<file path="src/rtl/gpr_wb_arbiter_if.sv">
// GPR writeback arbiter bus: two writeback requesters, clear-sweep control
// and the resulting register-file write port.
// Ports: slave = arbiter side (takes requests, drives grants and the GPR write);
//        master = requester/register-file side (the mirror image).
interface gpr_wb_arbiter_if;
  logic        a_req;
  logic [4:0]  a_rd;
  logic [31:0] a_wd;
  logic        a_gnt;
  logic        b_req;
  logic [4:0]  b_rd;
  logic [31:0] b_wd;
  logic        b_gnt;
  logic        clr_start;
  logic        clr_busy;
  logic        clr_done;
  logic        gpr_we;
  logic [4:0]  gpr_rd;
  logic [31:0] gpr_wd;

  modport slave (
    input  a_req, a_rd, a_wd, b_req, b_rd, b_wd, clr_start,
    output a_gnt, b_gnt, clr_busy, clr_done, gpr_we, gpr_rd, gpr_wd
  );

  modport master (
    output a_req, a_rd, a_wd, b_req, b_rd, b_wd, clr_start,
    input  a_gnt, b_gnt, clr_busy, clr_done, gpr_we, gpr_rd, gpr_wd
  );
endinterface

</file>
<file path="src/rtl/gpr_wb_arbiter.sv">
// Purpose: arbitrates ALU (A) and load (B) writebacks onto one GPR write port and runs a register-clear sweep.
// Latency: 1 cycle from an eligible request (or clr_start) to the registered write/grant; all outputs registered.
// Backpressure: a requester holds req/rd/wd until its gnt pulse; a clear sweep stalls both requesters until clr_done.
//
// Ports: clk, rst (async active-low); bus (gpr_wb_arbiter_if.slave): a_*/b_* request/grant,
//        clr_start/clr_busy/clr_done sweep control, gpr_we/gpr_rd/gpr_wd register-file write.
// Build option: GPR_WB_RR_EN defined -> round-robin between simultaneous requesters;
//               undefined -> fixed priority A over B and no last-grant register.
module gpr_wb_arbiter #(
  parameter int NREG      = 32,
  parameter int CLR_FIRST = 1
) (
  input  logic                  clk,
  input  logic                  rst,
  gpr_wb_arbiter_if.slave       bus
);

  typedef enum logic {
    S_IDLE  = 1'b0,
    S_CLEAR = 1'b1
  } state_t;

  localparam logic [4:0] LP_FIRST = 5'(CLR_FIRST);
  localparam logic [4:0] LP_LAST  = 5'(NREG - 1);

  state_t      r_state, w_state_nxt;
  logic        r_we, w_we_nxt;
  logic [4:0]  r_rd, w_rd_nxt;
  logic [31:0] r_wd, w_wd_nxt;
  logic        r_a_gnt, w_a_gnt_nxt;
  logic        r_b_gnt, w_b_gnt_nxt;
  logic        r_busy, w_busy_nxt;
  logic        r_done, w_done_nxt;
  // Index of the clear write currently on the GPR port while in CLEAR;
  // parked at the first index while idle.
  logic [4:0]  r_clr_idx, w_clr_idx_nxt;

  logic        w_a_elig, w_b_elig, w_pick_a;
  logic [4:0]  w_win_rd;
  logic [31:0] w_win_wd;

  // A requester that is being granted this cycle is still showing the write
  // just issued, so it must not be picked again until the next cycle.
  assign w_a_elig = bus.a_req & ~r_a_gnt;
  assign w_b_elig = bus.b_req & ~r_b_gnt;

`ifdef GPR_WB_RR_EN
  // 1 = A won the most recent grant; reset says B so A wins the first tie.
  logic r_last_a, w_last_a_nxt;

  always_comb begin
    if (w_a_elig && w_b_elig) w_pick_a = ~r_last_a;
    else                      w_pick_a = w_a_elig;
  end

  always_comb begin
    w_last_a_nxt = r_last_a;
    if (w_a_gnt_nxt)      w_last_a_nxt = 1'b1;
    else if (w_b_gnt_nxt) w_last_a_nxt = 1'b0;
  end

  always_ff @(posedge clk or negedge rst) begin
    if (!rst) r_last_a <= 1'b0;
    else      r_last_a <= w_last_a_nxt;
  end
`else
  // Fixed priority: A whenever it is eligible.
  assign w_pick_a = w_a_elig;
`endif

  assign w_win_rd = w_pick_a ? bus.a_rd : bus.b_rd;
  assign w_win_wd = w_pick_a ? bus.a_wd : bus.b_wd;

  always_comb begin
    w_state_nxt   = r_state;
    w_we_nxt      = 1'b0;
    w_rd_nxt      = r_rd;
    w_wd_nxt      = r_wd;
    w_a_gnt_nxt   = 1'b0;
    w_b_gnt_nxt   = 1'b0;
    w_busy_nxt    = 1'b0;
    w_done_nxt    = 1'b0;
    w_clr_idx_nxt = r_clr_idx;
    case (r_state)
      S_CLEAR: begin
        // clr_start is ignored here; the sweep stops at the last index
        // instead of letting the 5-bit counter wrap.
        if (r_clr_idx == LP_LAST) begin
          w_state_nxt   = S_IDLE;
          w_done_nxt    = 1'b1;
          w_clr_idx_nxt = LP_FIRST;
        end else begin
          w_clr_idx_nxt = r_clr_idx + 5'd1;
          w_we_nxt      = 1'b1;
          w_rd_nxt      = r_clr_idx + 5'd1;
          w_wd_nxt      = 32'd0;
          w_busy_nxt    = 1'b1;
        end
      end
      default: begin
        if (bus.clr_start) begin
          // First clear write goes out on the same edge that enters CLEAR.
          w_state_nxt = S_CLEAR;
          w_we_nxt    = 1'b1;
          w_rd_nxt    = r_clr_idx;
          w_wd_nxt    = 32'd0;
          w_busy_nxt  = 1'b1;
        end else if (w_a_elig || w_b_elig) begin
          w_a_gnt_nxt = w_pick_a;
          w_b_gnt_nxt = ~w_pick_a;
          // r0 is hardwired zero: the winner is acknowledged but nothing is written.
          w_we_nxt    = (w_win_rd != 5'd0);
          w_rd_nxt    = w_win_rd;
          w_wd_nxt    = w_win_wd;
        end
      end
    endcase
  end

  always_ff @(posedge clk or negedge rst) begin
    if (!rst) begin
      r_state   <= S_IDLE;
      r_we      <= 1'b0;
      r_rd      <= 5'd0;
      r_wd      <= 32'd0;
      r_a_gnt   <= 1'b0;
      r_b_gnt   <= 1'b0;
      r_busy    <= 1'b0;
      r_done    <= 1'b0;
      r_clr_idx <= LP_FIRST;
    end else begin
      r_state   <= w_state_nxt;
      r_we      <= w_we_nxt;
      r_rd      <= w_rd_nxt;
      r_wd      <= w_wd_nxt;
      r_a_gnt   <= w_a_gnt_nxt;
      r_b_gnt   <= w_b_gnt_nxt;
      r_busy    <= w_busy_nxt;
      r_done    <= w_done_nxt;
      r_clr_idx <= w_clr_idx_nxt;
    end
  end

  assign bus.a_gnt    = r_a_gnt;
  assign bus.b_gnt    = r_b_gnt;
  assign bus.clr_busy = r_busy;
  assign bus.clr_done = r_done;
  assign bus.gpr_we   = r_we;
  assign bus.gpr_rd   = r_rd;
  assign bus.gpr_wd   = r_wd;

endmodule

</file>
<file path="src/flat_wrapper.sv">
// flat-port wrapper written by rule: the top's interface ports become plain ports
module gpr_wb_arbiter_flat 
#(
  parameter int NREG      = 32,
  parameter int CLR_FIRST = 1
)
  (clk, rst, bus_a_req, bus_a_rd, bus_a_wd, bus_b_req, bus_b_rd, bus_b_wd, bus_clr_start, bus_a_gnt, bus_b_gnt, bus_clr_busy, bus_clr_done, bus_gpr_we, bus_gpr_rd, bus_gpr_wd);
  gpr_wb_arbiter_if bus_i ();
  input  logic clk;
  input  logic rst;
  input wire logic [$bits(bus_i.a_req)-1:0] bus_a_req;
  input wire logic [$bits(bus_i.a_rd)-1:0] bus_a_rd;
  input wire logic [$bits(bus_i.a_wd)-1:0] bus_a_wd;
  input wire logic [$bits(bus_i.b_req)-1:0] bus_b_req;
  input wire logic [$bits(bus_i.b_rd)-1:0] bus_b_rd;
  input wire logic [$bits(bus_i.b_wd)-1:0] bus_b_wd;
  input wire logic [$bits(bus_i.clr_start)-1:0] bus_clr_start;
  output wire logic [$bits(bus_i.a_gnt)-1:0] bus_a_gnt;
  output wire logic [$bits(bus_i.b_gnt)-1:0] bus_b_gnt;
  output wire logic [$bits(bus_i.clr_busy)-1:0] bus_clr_busy;
  output wire logic [$bits(bus_i.clr_done)-1:0] bus_clr_done;
  output wire logic [$bits(bus_i.gpr_we)-1:0] bus_gpr_we;
  output wire logic [$bits(bus_i.gpr_rd)-1:0] bus_gpr_rd;
  output wire logic [$bits(bus_i.gpr_wd)-1:0] bus_gpr_wd;
  assign bus_i.a_req = bus_a_req;
  assign bus_i.a_rd = bus_a_rd;
  assign bus_i.a_wd = bus_a_wd;
  assign bus_i.b_req = bus_b_req;
  assign bus_i.b_rd = bus_b_rd;
  assign bus_i.b_wd = bus_b_wd;
  assign bus_i.clr_start = bus_clr_start;
  assign bus_a_gnt = bus_i.a_gnt;
  assign bus_b_gnt = bus_i.b_gnt;
  assign bus_clr_busy = bus_i.clr_busy;
  assign bus_clr_done = bus_i.clr_done;
  assign bus_gpr_we = bus_i.gpr_we;
  assign bus_gpr_rd = bus_i.gpr_rd;
  assign bus_gpr_wd = bus_i.gpr_wd;
  gpr_wb_arbiter #(.NREG(NREG), .CLR_FIRST(CLR_FIRST)) u_core (.clk(clk), .rst(rst), .bus(bus_i));
endmodule
</file>
<file path="config.mk">
export PLATFORM = sky130hd
export DESIGN_NAME = gpr_wb_arbiter_flat
export DESIGN_NICKNAME = d
export VERILOG_FILES = /design/src/rtl/gpr_wb_arbiter_if.sv /design/src/rtl/gpr_wb_arbiter.sv /design/src/flat_wrapper.sv
export SDC_FILE = /design/constraint.sdc
export NUM_CORES = 1
export LEC_CHECK = 0
export BUFFER_PORTS_ARGS = -buffer_cell sky130_fd_sc_hd__buf_2
export CELL_PAD_IN_SITES_DETAIL_PLACEMENT = 1
export CELL_PAD_IN_SITES_GLOBAL_PLACEMENT = 2
export CORE_MARGIN = 4
export CORE_UTILIZATION = 23
export DETAILED_ROUTE_END_ITERATION = 10
export PLACE_DENSITY_LB_ADDON = 0.1
export SYNTH_ARGS = -nofsm -noshare
export SYNTH_HDL_FRONTEND = slang
export SYNTH_SLANG_ARGS = --single-unit
</file>
<file path="constraint.sdc">
create_clock -name clk -period 1.8 [get_ports clk]
set_input_delay 0.18 -clock clk [delete_from_list [all_inputs] [get_ports clk]]
set_output_delay 0.18 -clock clk [all_outputs]
set_load 0.005 [all_outputs]
</file>
**Word-level counts from Yosys, hierarchy flattened**

Index checks and enable logic that the tools add are counted.

- Output and inout port bits: 42
- Bits of input ports: 79
- Bits in registers: 47
- Word-level logic and storage cells: 45

- Eq/ne operators: 2
- Mux-type cells: 25
- Bitwise logic cells: 5
- Reduce and logical (&&, ||, !) cells: 4
- $add $sub $neg: 1

Operators by type and width:

| kind | number |
|---|---|
| 32-bit 2-to-1 mux | 5 |
| 5-bit 2-to-1 mux | 6 |
| 1-bit 2-to-1 mux | 14 |
| 5-bit by 1-bit adder with 5-bit output, second input constant | 1 |
| 5-bit == test, second input constant | 1 |
| 5-bit nonzero test | 1 |
| 1-bit NOT | 3 |
| 3-bit nonzero test | 1 |
| 1-bit AND | 2 |
| 2-bit != test, second input constant | 1 |
| 2-bit AND reduction | 1 |
| 1-bit logical OR | 1 |

**Logic depth before layout (Yosys ltp)**

- Word-level depth: 7
- Gate-level depth with buffers: 9
- Mapped depth without buffers: 7

**Worst setup path before layout**

OpenSTA, ideal clock, no wires.

- Path kind: reg-to-reg
- Start: register u_core.r_clr_idx[0]
- End: register u_core.r_wd[10], in the netlist u_core.bus.gpr_wd[10]
- Data required time: 1.724 ns
- Path slack: -0.052 ns
- Data arrival time: 1.776 ns
- Period minus slack after synthesis: 1.852 ns
- Setup time: 0.076 ns
- Cell stages (with the launch flop): 9
- Buffers on the path: 1
- Cell sequence: dfstp_2 > ha_1 > and3_1 > ha_1 > nor2_1 > nor2_1 > clkbuf_1 > nand2_1 > o21ai_1

- Word-level cells in the longest chain between the ends: 3

RTL lines:

| element | RTL line | source |
|---|---|---|
| from (decl) | gpr_wb_arbiter.sv:36 | `logic [4:0] r_clr_idx, w_clr_idx_nxt;` |
| from (signal assigned) | gpr_wb_arbiter.sv:140 | `r_clr_idx <= w_clr_idx_nxt;` |
| 5-bit == test | gpr_wb_arbiter.sv:88 | `if (r_clr_idx == LP_LAST) begin` |
| 2-bit != test (no source line) | - |  |
| 2-bit AND reduction (no source line) | - |  |
| to (signal assigned) | gpr_wb_arbiter.sv:135 | `r_wd <= w_wd_nxt;` |
| to (decl) | gpr_wb_arbiter.sv:29 | `logic [31:0] r_wd, w_wd_nxt;` |

Every way passes these cells.
A chain may end at the register's enable or synchronous reset.

**Worst setup path after layout**

- Start: register u_core.r_clr_idx[0]
- End: register u_core.r_rd[0], in the netlist u_core.bus.gpr_rd[0]

- Word-level cells in the longest chain between the ends: 3
- Elaborated cells between the ends (all ways): 7
- Those cells by class: add/sub (1); eq/ne (2); mux (3); reduce/logical (1)

RTL lines:

| element | RTL line | source |
|---|---|---|
| 5-bit by 1-bit adder with 5-bit output or 5-bit == test (tied branches) | gpr_wb_arbiter.sv:95, gpr_wb_arbiter.sv:88 |  |
| 5-bit 2-to-1 mux or 2-bit != test (tied branches) | - |  |
| 5-bit 2-to-1 mux or 2-bit AND reduction (tied branches) | - |  |
| to (signal assigned) | gpr_wb_arbiter.sv:134 | `r_rd <= w_rd_nxt;` |
| to (decl) | gpr_wb_arbiter.sv:28 | `logic [4:0] r_rd, w_rd_nxt;` |

Several ways; a longest one is shown, not always the timed one. The select of a mux whose other input is x is not followed.

==> results.cfg <==
[power_and_ir_drop]
p_sw_mw = 1.08
power_mw = 3.49
combPwrFrac = 0.358
ir_drop_mv = 0.497
seq_power_share = 0.381
internal_power_mw = 2.41
p_sw_frac = 0.309
pwr-share-clk = 0.261
power.density_mw_per_mm2 = 1020
leakagePower_nw = 1.82

[logic_synthesis]
synth_compound_area_frac = 0.151
synth_xor_area_frac = 0.00373
avgSynthCellArea_sq_um = 10.0
synth_edf_count = 0
async_flop_share = 1.00
synth_top_family_by_area = compound AO/OA/AOI/OAI gates
ys_seq_elements = 47
ys_types = 38
syn-cell-area_sq_mm = 0.00235
synth_simple_gate_area_frac = 0.129
muxShareOfSynthArea = 0.141
synth_fp_nets = 315
ys.flop_type = dfrtp_1
synth_adder_area_share = 0.0107
synth_top_area_share = 0.490
yosysTopAreaCell = dfrtp_1
syn_inst = 234
synth-seq-area-share = 0.501
synth_warnings = 0
synthTopCellsByArea = dfrtp_1 49%, mux2i_1 14%, nand2_1 7.5%, o21ai_1 6.4%, buf_6 3.8%

[sta]
finalCritPeriodShare = 1.02
timing.final.ws_setup_ns = -0.0396
rsz0062_at_grt = true
setup_viol = 1
hold_viol = 0
clock_skew_ns = 0.0106
finalCriticalPeriod_ns = 1.84
tightest_slew_ns = 0.448
final_max_slew_viol_count = 0
setup_tns_ns = -0.0396
max_freq_mhz = 544
max_slew_margin = 0.701
hold_ws_ns = 0.153

[placed_design]
port_buffers = 120
gp_congestion = 0.771
dpl.hpwl_um = 5600

[critical_path]
worst_path_max_delay_cell = dfstp_2
crit_path_start_kind = register
crit_arrival_ns = 2.07
path_cells = ha_4 -> and3_4 -> ha_4 -> nor2_4 -> buf_6 -> a222oi_1 -> o21a_1
cp_max_fo = 4
crit_top_cell = ha_4
setup.worst_path.class = reg2reg
setup.worst_path.end_class = register
slowest_delay_ns = 0.56
cp_data_required_time_ns = 2.03

[final_layout]
fill_cells = 1183
drive_above_1_share = 0.445
antenna_cells = 0
layout.cells.most_common_list = 120 x buf_2, 47 x nand2_1, 46 x dfrtp_1
fin_nets = 455
syn_to_final_growth_pct = 46.3
mostFrequentLayoutCell = buf_2

[drt]
routed_wl_um = 7590
drt-pass1-iter-count = 4
wl_per_cell_um = 14.9
vias = 2199
drtIter0Drc = 51
ant_nets = 0
drt_drc_violations_left = 0
viasPerCell = 4.33

[cts]
h-tree-depth = 2
cts-root-buf = clkbuf_8
insertion_delay_ns = 0.29
cts_tree = done
cts_sinks = 47
clk_path_buf_depth = 2
cts_buffers = 5
clkTransAtPathRegs_ns = 0.09

[global_route]
grt_max_degree = 41
antenna_found_initial = 0
grt_pass1_wl_um = 12000
grt_pass1_vias = 2384
track_usage = 0.131
overflow = 0

[floorplanning]
initial_core_util = 0.238
dieArea_sq_mm = 0.0119
io_pins = 121
dieWidth_um = 109
coreArea_sq_mm = 0.00986
die_h_um = 109
rows = 36

[outcome]
status = complete, but fails checks
violations = negative setup slack

[flow_run]
drv_cap = 0

[hold_path]
hold_path.class = in2reg
[cells in the mapped netlist (2+ instances only)]
cell type and n:
nand2_1 47, dfrtp_1 46, mux2i_1 33, o21ai_1 30, o21ai_0 11, nor2_1 10
buf_6 8, a31oi_1 4, buf_4 4, a21oi_1 3, inv_1 3, nor3_1 3
clkbuf_1 2, ha_1 2, nand2b_1 2, nand3_1 2, nor2b_1 2, o31ai_1 2
[logic make-up (layout without fill, tap and decap cells)]
group,after synthesis,count (layout)
simple gates,72,73
compound gates,60,60
flops,47,47
mux,33,33
buf+inv,19,159
fa+ha+maj,2,2
xor+xnor,1,1
[worst max-delay path: cells and delay by family, from the launching register on]
kind / cells / cell delay, ns
flops: 1 / 0.56
fa+ha+maj: 2 / 0.28
compound gates: 2 / 0.59
simple gates: 2 / 0.24
buf+inv: 1 / 0.12
[stage by stage]
| stage | instances | setup WS, ns | area [sq um] | util |
|---|---|---|---|---|
| global route | 508 | -0.0967 | 3440 | 0.348 |
| finish | 508 | -0.0396 | 3440 | 0.348 |
| global placement | 490 | -0.336 | 3160 | 0.320 |
| floorplan | 234 | 0.00410 | 2350 | - |
| detailed placement | 490 | -0.379 | 3160 | 0.320 |
| CTS | 502 | -0.0301 | 3370 | 0.341 |
[per-layer routing]
layer / up-vias / track usage / wire, um
li1: 1096 / - / -
met1: 1043 / 0.164 / 3290
met2: 58 / 0.226 / 3820
met3: 2 / 0.0337 / 435
met4: 0 / 0.0325 / 44
met5: - / 0 / 0
[power by group through the flow]
stage,Sequential (mW),Combinational [mW],Clock [mW]
floorplan,1.35,0.577,0
global placement,1.33,1.08,0
detailed placement,1.33,1.09,0
CTS,1.32,1.19,0.952
global route,1.35,1.40,0.992
finish,1.33,1.25,0.911
[worst paths after layout]
path | from | end | slack [ns] | depth (start not counted)
max | u_core.r_clr_idx[0] | u_core.bus.gpr_rd[0] | -0.04 | 7
min | bus_a_wd[7] | u_core.bus.gpr_wd[7] | 0.15 | 3
min in group asynchronous | rst | u_core.r_state | 0.27 | 2
max reg2reg | u_core.r_clr_idx[0] | u_core.bus.gpr_rd[0] | -0.04 | 7
max in group asynchronous | rst | u_core.r_clr_idx[0] | 0.98 | 3
min reg2reg | u_core.bus.gpr_wd[2] | u_core.bus.gpr_wd[2] | 0.48 | 2
[repair_timing]
action,CTS,global route
pin swaps,3,3
hold endpoints to repair,7,0
hold buffers,1,0
endpoints found under the setup margin,37,23
buffers inserted,2,6
cloned,1,0
gates resized for setup,8,1
[sequential cells by signal, summed over array words and instances, names as in the netlist]
name                 count
u_core.bus.gpr_wd       32
u_core.bus.gpr_rd        5
u_core.bus.gpr_we        1
u_core.r_state           1
u_core.bus.b_gnt         1
u_core.bus.clr_done      1
u_core.r_clr_idx         5
u_core.bus.a_gnt         1
[layout make-up]
class / instances / area, sq um / share of cell area
Sequential cell: 47 / 1180 / 0.343
Multi-Input combinational cell: 169 / 1080 / 0.316
Timing Repair Buffer: 147 / 860 / 0.250
Tap cell: 133 / 166 / 0.0484
Clock buffer: 6 / 72.6 / 0.0211
Clock inverter: 2 / 60.1 / 0.0175
Inverter: 4 / 15.0 / 0.00437
(Power assumes the default switching activity.)
